$ cat config.mk
export PLATFORM = sky130hd
export DESIGN_NAME = apb_master_arbiter
export DESIGN_NICKNAME = d
export VERILOG_FILES = /design/src/rtl/apb_master_arbiter.sv
export SDC_FILE = /design/constraint.sdc
export NUM_CORES = 1
export LEC_CHECK = 0
export ABC_CLOCK_PERIOD_IN_PS = 6200
export CAP_MARGIN = 10
export CORE_UTILIZATION = 41
export CTS_CLUSTER_DIAMETER = 200
export DETAILED_ROUTE_END_ITERATION = 10
export GPL_ROUTABILITY_DRIVEN = 0
export GPL_TIMING_DRIVEN = 0
export HOLD_SLACK_MARGIN = 0.12
export PLACE_DENSITY = 0.91
export SLEW_MARGIN = 10
export SYNTH_ARGS = -nofsm -noshare
export SYNTH_HDL_FRONTEND = slang
export SYNTH_SLANG_ARGS = --single-unit
$ cat constraint.sdc
create_clock -name pclk -period 6.2 [get_ports pclk]
set_input_delay 0.93 -clock pclk [delete_from_list [all_inputs] [get_ports pclk]]
set_output_delay 0.93 -clock pclk [all_outputs]
set_load 0.01 [all_outputs]
$ cat src/rtl/apb_master_arbiter.sv
// APB master shared by the instruction-fetch and load/store ports. It arbitrates round-robin,
// sequences SETUP/ACCESS, returns the response to the winner, and bounds wait states.
module apb_master_arbiter #(
  parameter int unsigned ADDR_WIDTH = 32,
  parameter int unsigned DATA_WIDTH = 32,
  parameter int unsigned TIMEOUT    = 255
) (
  input  logic                  pclk,
  input  logic                  rst,
  // fetch port
  input  logic                  if_req,
  input  logic [ADDR_WIDTH-1:0] if_addr,
  output logic [DATA_WIDTH-1:0] if_rdata,
  output logic                  if_done,
  output logic                  if_err,
  // load/store port
  input  logic                  ls_req,
  input  logic [ADDR_WIDTH-1:0] ls_addr,
  input  logic [DATA_WIDTH-1:0] ls_wdata,
  input  logic                  ls_write,
  input  logic [3:0]            ls_stb,
  output logic [DATA_WIDTH-1:0] ls_rdata,
  output logic                  ls_done,
  output logic                  ls_err,
  // APB
  output logic [ADDR_WIDTH-1:0] paddr,
  output logic [DATA_WIDTH-1:0] pdata,
  output logic                  pwrite,
  output logic [3:0]            pstb,
  output logic                  psel,
  output logic                  penable,
  input  logic [DATA_WIDTH-1:0] prdata,
  input  logic                  pready,
  input  logic                  perr
);

  localparam int unsigned CntW = (TIMEOUT > 1) ? $clog2(TIMEOUT + 1) : 1;
  localparam logic [CntW:0] TimeoutVal = (CntW + 1)'(TIMEOUT);
  localparam logic [CntW:0] CntOne = 1;

  typedef enum logic [1:0] {StIdle, StSetup, StAccess, StResp} state_e;

  state_e                state_q, state_d;
  logic                  gnt_ls_q, gnt_ls_d;  // current grant, doubles as last_grant
  logic [CntW-1:0]       cnt_q, cnt_d;
  logic [ADDR_WIDTH-1:0] paddr_q, paddr_d;
  logic [DATA_WIDTH-1:0] pdata_q, pdata_d;
  logic                  pwrite_q, pwrite_d;
  logic [3:0]            pstb_q, pstb_d;
  logic                  psel_q, psel_d;
  logic                  penable_q, penable_d;
  logic [DATA_WIDTH-1:0] if_rdata_q, if_rdata_d;
  logic                  if_err_q, if_err_d;
  logic                  if_done_q, if_done_d;
  logic [DATA_WIDTH-1:0] ls_rdata_q, ls_rdata_d;
  logic                  ls_err_q, ls_err_d;
  logic                  ls_done_q, ls_done_d;

  logic timeout_hit;
  assign timeout_hit = (TIMEOUT != 0) && (({1'b0, cnt_q} + CntOne) == TimeoutVal);

  always_comb begin
    logic                  grant_ls;
    logic                  finish;
    logic [DATA_WIDTH-1:0] rsp_data;
    logic                  rsp_err;
    grant_ls   = 1'b0;
    finish     = 1'b0;
    rsp_data   = '0;
    rsp_err    = 1'b0;
    state_d    = state_q;
    gnt_ls_d   = gnt_ls_q;
    cnt_d      = cnt_q;
    paddr_d    = paddr_q;
    pdata_d    = pdata_q;
    pwrite_d   = pwrite_q;
    pstb_d     = pstb_q;
    psel_d     = psel_q;
    penable_d  = penable_q;
    if_rdata_d = if_rdata_q;
    if_err_d   = if_err_q;
    if_done_d  = 1'b0;
    ls_rdata_d = ls_rdata_q;
    ls_err_d   = ls_err_q;
    ls_done_d  = 1'b0;

    unique case (state_q)
      StIdle: begin
        if (if_req || ls_req) begin
          // On a tie the port that did not win last time goes first.
          grant_ls  = ls_req && (!if_req || !gnt_ls_q);
          gnt_ls_d  = grant_ls;
          paddr_d   = grant_ls ? ls_addr : if_addr;
          pdata_d   = grant_ls ? ls_wdata : '0;
          pwrite_d  = grant_ls & ls_write;
          pstb_d    = grant_ls ? ls_stb : 4'b0000;
          psel_d    = 1'b1;
          penable_d = 1'b0;
          cnt_d     = '0;
          state_d   = StSetup;
        end
      end
      StSetup: begin
        penable_d = 1'b1;
        state_d   = StAccess;
      end
      StAccess: begin
        if (pready) begin
          finish   = 1'b1;
          rsp_data = pwrite_q ? '0 : prdata;
          rsp_err  = perr;
        end else if (timeout_hit) begin
          finish   = 1'b1;
          rsp_data = '0;
          rsp_err  = 1'b1;
        end else begin
          cnt_d = cnt_q + CntW'(1);
        end
        if (finish) begin
          psel_d    = 1'b0;
          penable_d = 1'b0;
          state_d   = StResp;
          if (gnt_ls_q) begin
            ls_rdata_d = rsp_data;
            ls_err_d   = rsp_err;
            ls_done_d  = 1'b1;
          end else begin
            if_rdata_d = rsp_data;
            if_err_d   = rsp_err;
            if_done_d  = 1'b1;
          end
        end
      end
      StResp: begin
        state_d = StIdle;
      end
      default: begin
        state_d = StIdle;
      end
    endcase
  end

  always_ff @(posedge pclk or posedge rst) begin
    if (rst) begin
      state_q    <= StIdle;
      gnt_ls_q   <= 1'b0;
      cnt_q      <= '0;
      paddr_q    <= '0;
      pdata_q    <= '0;
      pwrite_q   <= 1'b0;
      pstb_q     <= 4'b0000;
      psel_q     <= 1'b0;
      penable_q  <= 1'b0;
      if_rdata_q <= '0;
      if_err_q   <= 1'b0;
      if_done_q  <= 1'b0;
      ls_rdata_q <= '0;
      ls_err_q   <= 1'b0;
      ls_done_q  <= 1'b0;
    end else begin
      state_q    <= state_d;
      gnt_ls_q   <= gnt_ls_d;
      cnt_q      <= cnt_d;
      paddr_q    <= paddr_d;
      pdata_q    <= pdata_d;
      pwrite_q   <= pwrite_d;
      pstb_q     <= pstb_d;
      psel_q     <= psel_d;
      penable_q  <= penable_d;
      if_rdata_q <= if_rdata_d;
      if_err_q   <= if_err_d;
      if_done_q  <= if_done_d;
      ls_rdata_q <= ls_rdata_d;
      ls_err_q   <= ls_err_d;
      ls_done_q  <= ls_done_d;
    end
  end

  assign paddr    = paddr_q;
  assign pdata    = pdata_q;
  assign pwrite   = pwrite_q;
  assign pstb     = pstb_q;
  assign psel     = psel_q;
  assign penable  = penable_q;
  assign if_rdata = if_rdata_q;
  assign if_err   = if_err_q;
  assign if_done  = if_done_q;
  assign ls_rdata = ls_rdata_q;
  assign ls_err   = ls_err_q;
  assign ls_done  = ls_done_q;

endmodule

## Word level (Yosys, flattened, before mapping)

Index checks and enable logic that the tools add are counted.

| word-level totals | value |
|---|---|
| flip-flop bits (word level) | 150 |
| input port bits | 139 |

| cells by class | value |
|---|---|
| $add $sub $neg | 2 |
| equality and inequality tests | 8 |
| mux-type cells | 27 |
| bitwise operators | 2 |
| reduce and logical (&&, ||, !) cells | 15 |

Operators by type and width:

| cell | number |
|---|---|
| two-way mux 32 bit | 4 |
| two-way mux 8 bit | 3 |
| case mux 8 bit (2 select lines) | 1 |
| two-way mux 1 bit | 13 |
| AND reduction 3 bit | 4 |
| adder 8 x 1 -> 9 bit (second input constant) | 1 |
| == test 9 x 8 -> 1 bit (second input constant) | 1 |
| adder 8 x 1 -> 8 bit (second input constant) | 1 |
| != test 2 bit (second input constant) | 4 |
| case mux 2 bit (4 select lines) | 1 |
| == test 2 bit (second input constant) | 2 |
| two-way mux 2 bit | 2 |
| two-way mux 4 bit | 1 |
| AND reduction 2 bit | 2 |
| AND reduction 4 bit | 1 |
| case mux 1 bit (3 select lines) | 1 |
| nonzero test 3 bit | 1 |
| == test 2 x 1 -> 1 bit (second input constant) | 1 |
| logical NOT 1 bit | 2 |
| logical NOT 2 bit | 1 |
| logical OR 1 bit | 2 |
| case mux 1 bit (2 select lines) | 1 |
| nonzero test 2 bit | 1 |
| bitwise AND 1 bit | 1 |
| other kinds (2) | 2 |

## Longest topological paths before layout

Gate-level depths: netlist of run 1.

| logic depth | value |
|---|---|
| word-level depth | 7 |
| depth in mapped cells | 8 |
| gate-level depth less buffers | 7 |

## Worst setup path after synthesis of run 1

No wires, ideal clock.

| timing | value |
|---|---|
| path kind | input to register |
| start | input pready |
| end | register cnt_q[7] |
| setup time | 0.064 ns |
| arrival time | 2.068 ns |
| path slack | 4.068 ns |
| stages on the path | 5 |
| path buffers | 0 |
| cells stage by stage | nand4b_1 or2_2 or4_1 nand2_1 a22o_2 |

| between the ends | value |
|---|---|
| cells in the longest elaborated chain, start to end | 2 |

Ends and longest elaborated chain:

| what | RTL line | text |
|---|---|---|
| start: declaration | 33 | `input logic pready,` |
| != test 2 bit (no line) | - |  |
| AND reduction 4 bit (no line) | - |  |
| end signal: assignment | 163 | `cnt_q <= cnt_d;` |
| end: declaration | 45 | `logic [CntW-1:0] cnt_q, cnt_d;` |

No other way between the ends.
A chain may end at the register's enable or synchronous reset.

## Worst setup path in the final report of run 1

| timing | value |
|---|---|
| start | input if_req |
| end | register paddr_q[27] (netlist: paddr[27]) |

| between the ends | value |
|---|---|
| cells in the longest elaborated chain, start to end | 4 |
| elaborated cells between the ends (all ways) | 6 |
| those cells by class | 1 x mux; 5 x reduce/logical |

Ends and longest elaborated chain:

| what | RTL line | text |
|---|---|---|
| start: declaration | 11 | `input logic if_req,` |
| logical NOT 1 bit | 91 | `grant_ls = ls_req && (!if_req \|\| !gnt_ls_q);` |
| logical OR 1 bit | 91 |  |
| logical AND 1 bit | 91 |  |
| two-way mux 32 bit | 93 | `paddr_d = grant_ls ? ls_addr : if_addr;` |
| end signal: assignment | 164 | `paddr_q <= paddr_d;` |
| end: declaration | 46 | `logic [ADDR_WIDTH-1:0] paddr_q, paddr_d;` |

Several ways; a longest one is shown, not always the timed one.

==> results of run 1 <==
## power by group through the flow
stage	sequential (mW)	clock, mW	combinational [mW]
final	1.67	1.00	2.05
after global routing	1.71	1.06	2.20
after CTS	1.67	1.01	2.06
after detailed placement	1.67	0	2.05
after global placement	1.65	0	1.99
after floorplan	1.83	0	0.713
## worst max-delay path, stage by stage
cell and delay [ps]:
clkdlybuf4s50_1 520, o21ai_0 400, clkbuf_1 490, clkbuf_1 430, o21ai_0 190
## kinds of logic (layout without fill, tap and decap cells)
kind of cell,after synthesis,count (layout)
mux,34,34
compound gates,161,161
xor+xnor,2,2
simple gates,71,71
buf+inv,45,355
flops,150,150
fa+ha+maj,5,5
## worst paths after layout
path	startpoint	to	slack, ps	cells after the start
max	if_req	paddr[27]	3510	5
min	paddr[15]	paddr[15]	480	2
max reg2reg	state_q[0]	ls_rdata[30]	3990	6
min reg2reg	paddr[15]	paddr[15]	480	2
max in group asynchronous	rst	state_q[0]	4500	3
min in group asynchronous	rst	if_rdata[20]	940	2
## routing by layer
| layer | up-vias | share of wire (%) | wire length [µm] |
|---|---|---|---|
| li1 | 2329 | - | - |
| met1 | 2532 | 39 | 6890 |
| met2 | 223 | 51 | 9130 |
| met3 | 36 | 6.9 | 1230 |
| met4 | 0 | 2.8 | 502 |
| met5 | - | 0 | 0 |
## registers in the layout (all words and copies together), names as in the netlist
register  count
if_rdata     32
ls_rdata     32
paddr        32
pdata        32
cnt_q         8
pstb          4
state_q       2
gnt_ls_q      1
if_done       1
if_err        1
ls_done       1
ls_err        1
penable       1
psel          1
pwrite        1
## cells in the final DEF, fill, tap and decap left out, drive strengths merged
| cell type | netlist | routed |
|---|---|---|
| a21o | 5 | 5 |
| nand3 | 7 | 7 |
| nor2b | 1 | 1 |
| mux2i | 33 | 33 |
| mux2 | 1 | 1 |
| or2 | 3 | 3 |
| clkinv | 0 | 3 |
| nor4 | 1 | 1 |
| a32o | 1 | 1 |
| nor3 | 7 | 7 |
| nor4b | 1 | 1 |
| ha | 5 | 5 |
| a31oi | 2 | 2 |
| clkinvlp | 0 | 5 |
| o211ai | 1 | 1 |
| buf | 18 | 19 |
| bufinv | 0 | 1 |
| a22o | 105 | 105 |
| nor2 | 5 | 5 |
| a21oi | 5 | 5 |
| a311oi | 1 | 1 |
| a21boi | 1 | 1 |
| o21ai | 38 | 38 |
| nand4b | 2 | 2 |
| nor3b | 2 | 2 |
| dfrtp | 150 | 150 |
| and2 | 1 | 1 |
| clkbuf | 17 | 39 |
| xnor2 | 2 | 2 |
| o22a | 1 | 1 |
| o22ai | 1 | 1 |
| clkdlybuf4s50 | 0 | 277 |
| inv | 10 | 11 |
| nand2 | 40 | 40 |
| or4 | 1 | 1 |
## layout make-up
type | instances | area [µm²]
clock buffer | 22 | 484
buffer | 35 | 159
fill | 974 | 4470
clock inverter | 10 | 95.1
inverter | 10 | 45.0
timing repair buffer | 278 | 2800
sequential | 150 | 3750
multi-input combinational | 273 | 2010
tap | 180 | 225
## through the flow
| stage | cells | setup WS [ps] |
|---|---|---|
| finish | 958 | 3510 |
| global route | 958 | 3320 |
| CTS | 958 | 3480 |
| detailed placement | 926 | 3060 |
| global placement | 925 | -591 |
| floorplan | 468 | 1230 |
==> impl_results.html, run 1 <==
<table>
<tr><th>Metric</th><th>Value</th></tr>
<tr><th colspan="2">Worst setup path</th></tr>
<tr><td>CP Data Required Time</td><td>6470 ps</td></tr>
<tr><td>Category of the worst setup path capture point</td><td>flop</td></tr>
<tr><td>Worst path arrival time</td><td>2960 ps</td></tr>
<tr><td>Worst Setup Path Type</td><td>input port to flop</td></tr>
<tr><td>Maximum net fanout on the critical path</td><td>10</td></tr>
<tr><td>CP startpoint kind</td><td>input port</td></tr>
<tr><th colspan="2">Detailed routing</th></tr>
<tr><td>DR WL/cell</td><td>18.5 µm</td></tr>
<tr><td>DR vias</td><td>5120</td></tr>
<tr><td>Routed vias/inst</td><td>5.34</td></tr>
<tr><td>DRT Pass-1 Iters</td><td>5</td></tr>
<tr><td>Antenna Nets Post-Route</td><td>0</td></tr>
<tr><td>Total wire length after detailed routing</td><td>17.8 mm</td></tr>
<tr><td>Number of DRC violations after detailed-routing iteration 0</td><td>257</td></tr>
<tr><td>Drt drc</td><td>0</td></tr>
<tr><th colspan="2">Pwr</th></tr>
<tr><td>Largest voltage drop on the vdd net</td><td>0.329 mV</td></tr>
<tr><td>Power density over the cells</td><td>492 nW/µm²</td></tr>
<tr><td>Tot Pwr</td><td>4.72 mW</td></tr>
<tr><td>Internal cell power</td><td>3.15 mW</td></tr>
<tr><td>Seq pwr share</td><td>35.4%</td></tr>
<tr><td>Combinational power share</td><td>43.4%</td></tr>
<tr><td>Clk pwr share</td><td>21.2%</td></tr>
<tr><td>Static power due to leakage</td><td>4.22 nW</td></tr>
<tr><td>Sw Ratio</td><td>33.1%</td></tr>
<tr><td>P_sw</td><td>1.56 mW</td></tr>
<tr><th colspan="2">Global route</th></tr>
<tr><td>Wire length of the first global-routing pass</td><td>27.2 mm</td></tr>
<tr><td>Peak-usage layer in the global routing report</td><td>met2</td></tr>
<tr><td>Met1 Usage GRT</td><td>27.8%</td></tr>
<tr><td>Total overflow reported by the global router</td><td>0</td></tr>
<tr><td>Via count of the first global-routing pass</td><td>5261</td></tr>
<tr><td>Met2 GRT Util</td><td>40.6%</td></tr>
<tr><td>Met3 Usage GRT</td><td>8.09%</td></tr>
<tr><td>Maximum number of pins on one net before global-route repair</td><td>85</td></tr>
<tr><td>Global routing usage summed across all routing layers</td><td>24.1%</td></tr>
<tr><td>Number of antenna violations at the first check in global routing</td><td>0</td></tr>
<tr><th colspan="2">Finish</th></tr>
<tr><td>Util after Layout</td><td>68.2%</td></tr>
<tr><td>Fraction of layout cells with a size suffix above 1</td><td>7.71%</td></tr>
<tr><td>Antenna diode count</td><td>0</td></tr>
<tr><td>Number of nets in the layout</td><td>909</td></tr>
<tr><td>Area delta synth-&gt;final</td><td>60.6%</td></tr>
<tr><td>Fin area</td><td>9580 µm²</td></tr>
<tr><th colspan="2">Timing</th></tr>
<tr><td>Final critical-path share of the clock period</td><td>43.3%</td></tr>
<tr><td>Final Setup Violations</td><td>0</td></tr>
<tr><td>Largest clock skew in the final design</td><td>9.83 ps</td></tr>
<tr><td>Worst slew pin tran</td><td>713 ps</td></tr>
<tr><td>Hold_ws</td><td>480 ps</td></tr>
<tr><td>Worst relative slew slack</td><td>52.1%</td></tr>
<tr><td>Unrepaired setup endpoints after global routing</td><td>false</td></tr>
<tr><td>Sum of negative setup slack</td><td>0 ps</td></tr>
<tr><td>Final hold violations</td><td>0</td></tr>
<tr><td>Achievable frequency</td><td>372 MHz</td></tr>
<tr><td>Tmin final</td><td>2690 ps</td></tr>
<tr><td>Final Max Slew Viols</td><td>0</td></tr>
<tr><th colspan="2">Floorplan</th></tr>
<tr><td>Horizontal die dimension</td><td>123 µm</td></tr>
<tr><td>Die area</td><td>15000 µm²</td></tr>
<tr><td>Initial core utilization</td><td>42.5%</td></tr>
<tr><td>Vertical die dimension</td><td>123 µm</td></tr>
<tr><td>Std-Cell Rows</td><td>43</td></tr>
<tr><td>Placeable core region</td><td>14000 µm²</td></tr>
<tr><td>I/O pin total</td><td>278</td></tr>
<tr><th colspan="2">Synth</th></tr>
<tr><td>Netlist area before placement</td><td>5960 µm²</td></tr>
<tr><td>Share of flip-flops with an asynchronous set or reset after synthesis</td><td>100%</td></tr>
<tr><td>Post-synth EDFFs</td><td>0</td></tr>
<tr><td>Largest area contributor in the synthesized netlist</td><td>dfrtp_1</td></tr>
<tr><td>Largest family of logic cells by synthesized area</td><td>compound AO/OA/AOI/OAI gates</td></tr>
<tr><td>Fraction of the mapped netlist area in simple logic gates</td><td>5.90%</td></tr>
<tr><td>XOR/XNOR Fraction of Synth Area</td><td>0.294%</td></tr>
<tr><td>Top cells by area, synth</td><td>dfrtp_1 (63%), a22o_1 (15%), mux2i_1 (5.5%)</td></tr>
<tr><td>Fraction of synthesized cell area taken by the top area cell type</td><td>62.9%</td></tr>
<tr><td>Ys flop type</td><td>dfrtp_1</td></tr>
<tr><td>Most instantiated library cell after synthesis</td><td>dfrtp_1</td></tr>
<tr><td>Sequential element share of the synthesized area</td><td>62.9%</td></tr>
<tr><td>Count of mapped cells out of synthesis</td><td>468</td></tr>
<tr><td>Post-synthesis share of cell area spent on full adders, half adders and majority gates</td><td>1.05%</td></tr>
<tr><td>Synthesis Warnings</td><td>0</td></tr>
<tr><td>Synthesized area per cell</td><td>12.7 µm²</td></tr>
<tr><td>#FFs+latches synth</td><td>150</td></tr>
<tr><td>Library cells used by synthesis</td><td>40</td></tr>
<tr><td>Post-synthesis net count</td><td>612</td></tr>
<tr><td>Top post-synthesis cells by count</td><td>dfrtp_1 (150), a22o_1 (101), nand2_1 (40)</td></tr>
<tr><td>Share of the synthesized area in compound gates (AO/OA/AOI/OAI)</td><td>20.8%</td></tr>
<tr><td>Multiplexer share of the synthesized area</td><td>5.73%</td></tr>
<tr><th colspan="2">Clocking</th></tr>
<tr><td>Clock buffers created by TritonCTS</td><td>17</td></tr>
<tr><td>Deepest level of the CTS H-tree</td><td>4</td></tr>
<tr><td>Number of instances resized during post-cts repair</td><td>0</td></tr>
<tr><td>Post-CTS setup-driven buffer insertion count</td><td>0</td></tr>
<tr><td>Clk root buf</td><td>clkbuf_16</td></tr>
<tr><td>Clock Latency Late Sink</td><td>420 ps</td></tr>
<tr><td>TritonCTS sink count</td><td>150</td></tr>
<tr><td>Post-CTS Hold Buffers</td><td>0</td></tr>
<tr><td>Reg clk slew, reported paths</td><td>60 ps</td></tr>
<tr><td>Clock tree from TritonCTS</td><td>built</td></tr>
<tr><td>Maximum count of clock buffers along a single path</td><td>2</td></tr>
<tr><th colspan="2">Hold path</th></tr>
<tr><td>Min-delay worst type</td><td>flop to flop</td></tr>
<tr><th colspan="2">Placement</th></tr>
<tr><td>Post-DP Area</td><td>9000 µm²</td></tr>
<tr><td>Dpl hpwl</td><td>13.0 mm</td></tr>
<tr><td>Port bufs</td><td>277</td></tr>
<tr><th colspan="2">Outcome</th></tr>
<tr><td>Result of the run</td><td>complete, no violations</td></tr>
<tr><th colspan="2">Run</th></tr>
<tr><td>Maxcap violations</td><td>0</td></tr>
</table>
Power figures use the tool's default switching activity.
==> run 2: changes to the inputs <==
--- a/config.mk
+++ b/config.mk
@@ -5,7 +5,7 @@
 export SDC_FILE = /design/constraint.sdc
 export NUM_CORES = 1
 export LEC_CHECK = 0
-export ABC_CLOCK_PERIOD_IN_PS = 6200
+export ABC_CLOCK_PERIOD_IN_PS = 2500
 export CAP_MARGIN = 10
 export CORE_UTILIZATION = 41
 export CTS_CLUSTER_DIAMETER = 200
==> constraint.sdc (replaced) <==
create_clock -name pclk -period 2.5 [get_ports pclk]
set_input_delay 0.375 -clock pclk [delete_from_list [all_inputs] [get_ports pclk]]
set_output_delay 0.375 -clock pclk [all_outputs]
set_load 0.01 [all_outputs]
==> run 2 against run 1 <==
Effect of this change:
- sequential power rose by 150%
- clock-buffer cell count fell by 3
- final area rose by 0.58%
- non-clock buffer count rose by 3
- clock skew rose by 1.3 ps
- worst setup slack got worse by 3300 ps
- register-to-register slack got worse by 3800 ps
- clock power rose to 2.6 times the previous value
- core utilization rose by 0.39 points
- critical path depth did not move
- sequential share of layout area fell by 0.22 points
- critical path type unchanged
- highest routed layer unchanged
==> impl_results.html, run 2 (synthesis results as in run 1) <==
<table>
<tr><th>Metric</th><th>Value</th></tr>
<tr><th colspan="2">Global route</th></tr>
<tr><td>Total overflow reported by the global router</td><td>0</td></tr>
<tr><td>Number of antenna violations at the first check in global routing</td><td>0</td></tr>
<tr><td>Maximum number of pins on one net before global-route repair</td><td>40</td></tr>
<tr><td>Via count of the first global-routing pass</td><td>5347</td></tr>
<tr><td>Wire length of the first global-routing pass</td><td>27.9 mm</td></tr>
<tr><td>Global routing usage summed across all routing layers</td><td>24.9%</td></tr>
<tr><th colspan="2">Pwr</th></tr>
<tr><td>Power density over the cells</td><td>1220 nW/µm²</td></tr>
<tr><td>Tot Pwr</td><td>11.8 mW</td></tr>
<tr><td>Largest voltage drop on the vdd net</td><td>0.807 mV</td></tr>
<tr><td>Static power due to leakage</td><td>4.26 nW</td></tr>
<tr><th colspan="2">Clocking</th></tr>
<tr><td>Reg clk slew, reported paths</td><td>60 ps</td></tr>
<tr><td>Number of instances resized during post-cts repair</td><td>0</td></tr>
<tr><td>Clock Latency Late Sink</td><td>420 ps</td></tr>
<tr><td>Post-CTS Hold Buffers</td><td>0</td></tr>
<tr><td>Maximum count of clock buffers along a single path</td><td>2</td></tr>
<tr><td>Clk root buf</td><td>clkbuf_16</td></tr>
<tr><td>Deepest level of the CTS H-tree</td><td>4</td></tr>
<tr><td>TritonCTS sink count</td><td>150</td></tr>
<tr><td>Clock tree from TritonCTS</td><td>built</td></tr>
<tr><td>Post-CTS setup-driven buffer insertion count</td><td>0</td></tr>
<tr><td>Clock buffers created by TritonCTS</td><td>17</td></tr>
<tr><th colspan="2">Floorplan</th></tr>
<tr><td>Vertical die dimension</td><td>123 µm</td></tr>
<tr><td>Horizontal die dimension</td><td>123 µm</td></tr>
<tr><td>Initial core utilization</td><td>42.5%</td></tr>
<tr><td>Die area</td><td>15000 µm²</td></tr>
<tr><td>I/O pin total</td><td>278</td></tr>
<tr><td>Placeable core region</td><td>14000 µm²</td></tr>
<tr><td>Std-Cell Rows</td><td>43</td></tr>
<tr><th colspan="2">Timing</th></tr>
<tr><td>Largest clock skew in the final design</td><td>11.1 ps</td></tr>
<tr><td>Final critical-path share of the clock period</td><td>90.8%</td></tr>
<tr><td>Final Max Slew Viols</td><td>0</td></tr>
<tr><td>Final hold violations</td><td>0</td></tr>
<tr><td>Final Setup Violations</td><td>0</td></tr>
<tr><td>Worst slew pin tran</td><td>720 ps</td></tr>
<tr><td>Hold_ws</td><td>346 ps</td></tr>
<tr><td>Tmin final</td><td>2270 ps</td></tr>
<tr><td>Unrepaired setup endpoints after global routing</td><td>false</td></tr>
<tr><td>Achievable frequency</td><td>440 MHz</td></tr>
<tr><td>Worst relative slew slack</td><td>51.6%</td></tr>
<tr><th colspan="2">Worst setup path</th></tr>
<tr><td>Capture instance of the worst register-to-register path</td><td>paddr[27]</td></tr>
<tr><td>Worst setup slack for register-to-register paths</td><td>240 ps</td></tr>
<tr><td>Maximum net fanout on the critical path</td><td>10</td></tr>
<tr><td>Worst r2r src</td><td>state_q[0]</td></tr>
<tr><td>Category of the worst setup path capture point</td><td>flop</td></tr>
<tr><td>Kind of cell adding the most delay to the critical path</td><td>buffers and inverters</td></tr>
<tr><td>Slowest Stage Delay on Critical Path</td><td>520 ps</td></tr>
<tr><td>Logic depth of the worst register-to-register path</td><td>6</td></tr>
<tr><td>Worst path arrival time</td><td>2540 ps</td></tr>
<tr><td>CP Data Required Time</td><td>2770 ps</td></tr>
<tr><td>Buf/Inv on CP</td><td>3</td></tr>
<tr><td>Cells traversed along the worst timing path</td><td>clkdlybuf4s50_1 -&gt; o21ai_0 -&gt; clkbuf_1 -&gt; clkbuf_1 -&gt; o21ai_0</td></tr>
<tr><td>Worst-path cell with the longest stage delay</td><td>clkdlybuf4s50_1</td></tr>
<tr><td>Worst Setup Path Type</td><td>input port to flop</td></tr>
<tr><td>CP startpoint kind</td><td>input port</td></tr>
<tr><th colspan="2">Detailed routing</th></tr>
<tr><td>Antenna Nets Post-Route</td><td>0</td></tr>
<tr><td>DR vias</td><td>5077</td></tr>
<tr><td>Total wire length after detailed routing</td><td>18.0 mm</td></tr>
<tr><td>Drt drc</td><td>0</td></tr>
<tr><td>DRT Pass-1 Iters</td><td>4</td></tr>
<tr><td>Routed vias/inst</td><td>5.28</td></tr>
<tr><td>DR WL/cell</td><td>18.7 µm</td></tr>
<tr><td>Number of DRC violations after detailed-routing iteration 0</td><td>283</td></tr>
<tr><th colspan="2">Finish</th></tr>
<tr><td>Area delta synth-&gt;final</td><td>61.5%</td></tr>
<tr><td>Filler Cells Inserted</td><td>979</td></tr>
<tr><td>Leading cell types in the layout, fill and taps excluded</td><td>clkdlybuf4s50_1 (277), dfrtp_1 (150), a22o_1 (101)</td></tr>
<tr><td>Most frequent standard cell in the layout excluding fill and tap cells</td><td>clkdlybuf4s50_1</td></tr>
<tr><td>Area taken by multi-input logic gates</td><td>2010 µm²</td></tr>
<tr><td>Number of nets in the layout</td><td>912</td></tr>
<tr><td>Fraction of layout cells with a size suffix above 1</td><td>7.94%</td></tr>
<tr><td>Antenna diode count</td><td>0</td></tr>
<tr><td>Footprint of the flip-flops and latches</td><td>3750 µm²</td></tr>
<tr><th colspan="2">Placement</th></tr>
<tr><td>Dpl hpwl</td><td>13.5 mm</td></tr>
<tr><td>Port bufs</td><td>277</td></tr>
<tr><th colspan="2">Hold path</th></tr>
<tr><td>Min-delay worst type</td><td>input port to async pin</td></tr>
<tr><th colspan="2">Outcome</th></tr>
<tr><td>Result of the run</td><td>complete, no violations</td></tr>
<tr><th colspan="2">Run</th></tr>
<tr><td>Maxcap violations</td><td>0</td></tr>
</table>
## run 2: worst max path at each step
| stage | start | endpoint | slack, ps | cells past startpoint |
|---|---|---|---|---|
| floorplan | rst | cnt_q[0] | 240 | 1 |
| global placement | rst | paddr[1] | -960 | 2 |
| detailed placement | if_req | paddr[28] | -190 | 5 |
| CTS | state_q[0] | paddr[28] | 200 | 6 |
| global route | state_q[0] | paddr[27] | 30 | 6 |
| finish | ls_req | paddr[27] | 230 | 5 |
## run 2: per-layer routing
layer  track usage [%]  vias to the layer above  part of all wire (%)
li1                  -                     2330                     -
met1              28.1                     2471                    38
met2              42.3                      228                    51
met3              8.27                       48                   7.3
met4              11.7                        0                   3.6
met5                 0                        -                     0
## run 2: cell type report
type                    count  share of cell area [%]
clock buffers              19                    4.50
flip-flops and latches    150                    39.0
inverters                  10                   0.429
well taps                 180                    2.34
plain buffers              35                    1.65
repair buffers            281                    29.6
clock inverters            13                    1.59
multi-input cells         273                    20.9
## run 2: per-stage QoR
stage | setup slack (ps) | cells | util (%) | setup TNS (ps) | cell area [µm²]
floorplan | 236 | 468 | - | 0 | 5970
global placement | -963 | 925 | 63.8 | -147340 | 8960
detailed placement | -189 | 929 | 64.4 | -4810 | 9040
CTS | 197 | 961 | 68.6 | 0 | 9630
global route | 32.1 | 961 | 68.6 | 0 | 9630
finish | 229 | 961 | 68.6 | 0 | 9630
## run 2: power breakdown
| group | switching, mW | internal [mW] |
|---|---|---|
| combinational | 2.21 | 2.87 |
| sequential | 0.662 | 3.48 |
| clock | 0.991 | 1.56 |
| total | 3.86 | 7.92 |
## run 2: worst register-to-register path, cell delays in order (launching register included)
cell      delay [ps]
dfrtp_1          370
inv_1             70
ha_1             260
o21ai_0          210
clkbuf_1         520
clkbuf_1         500
o21ai_0          190
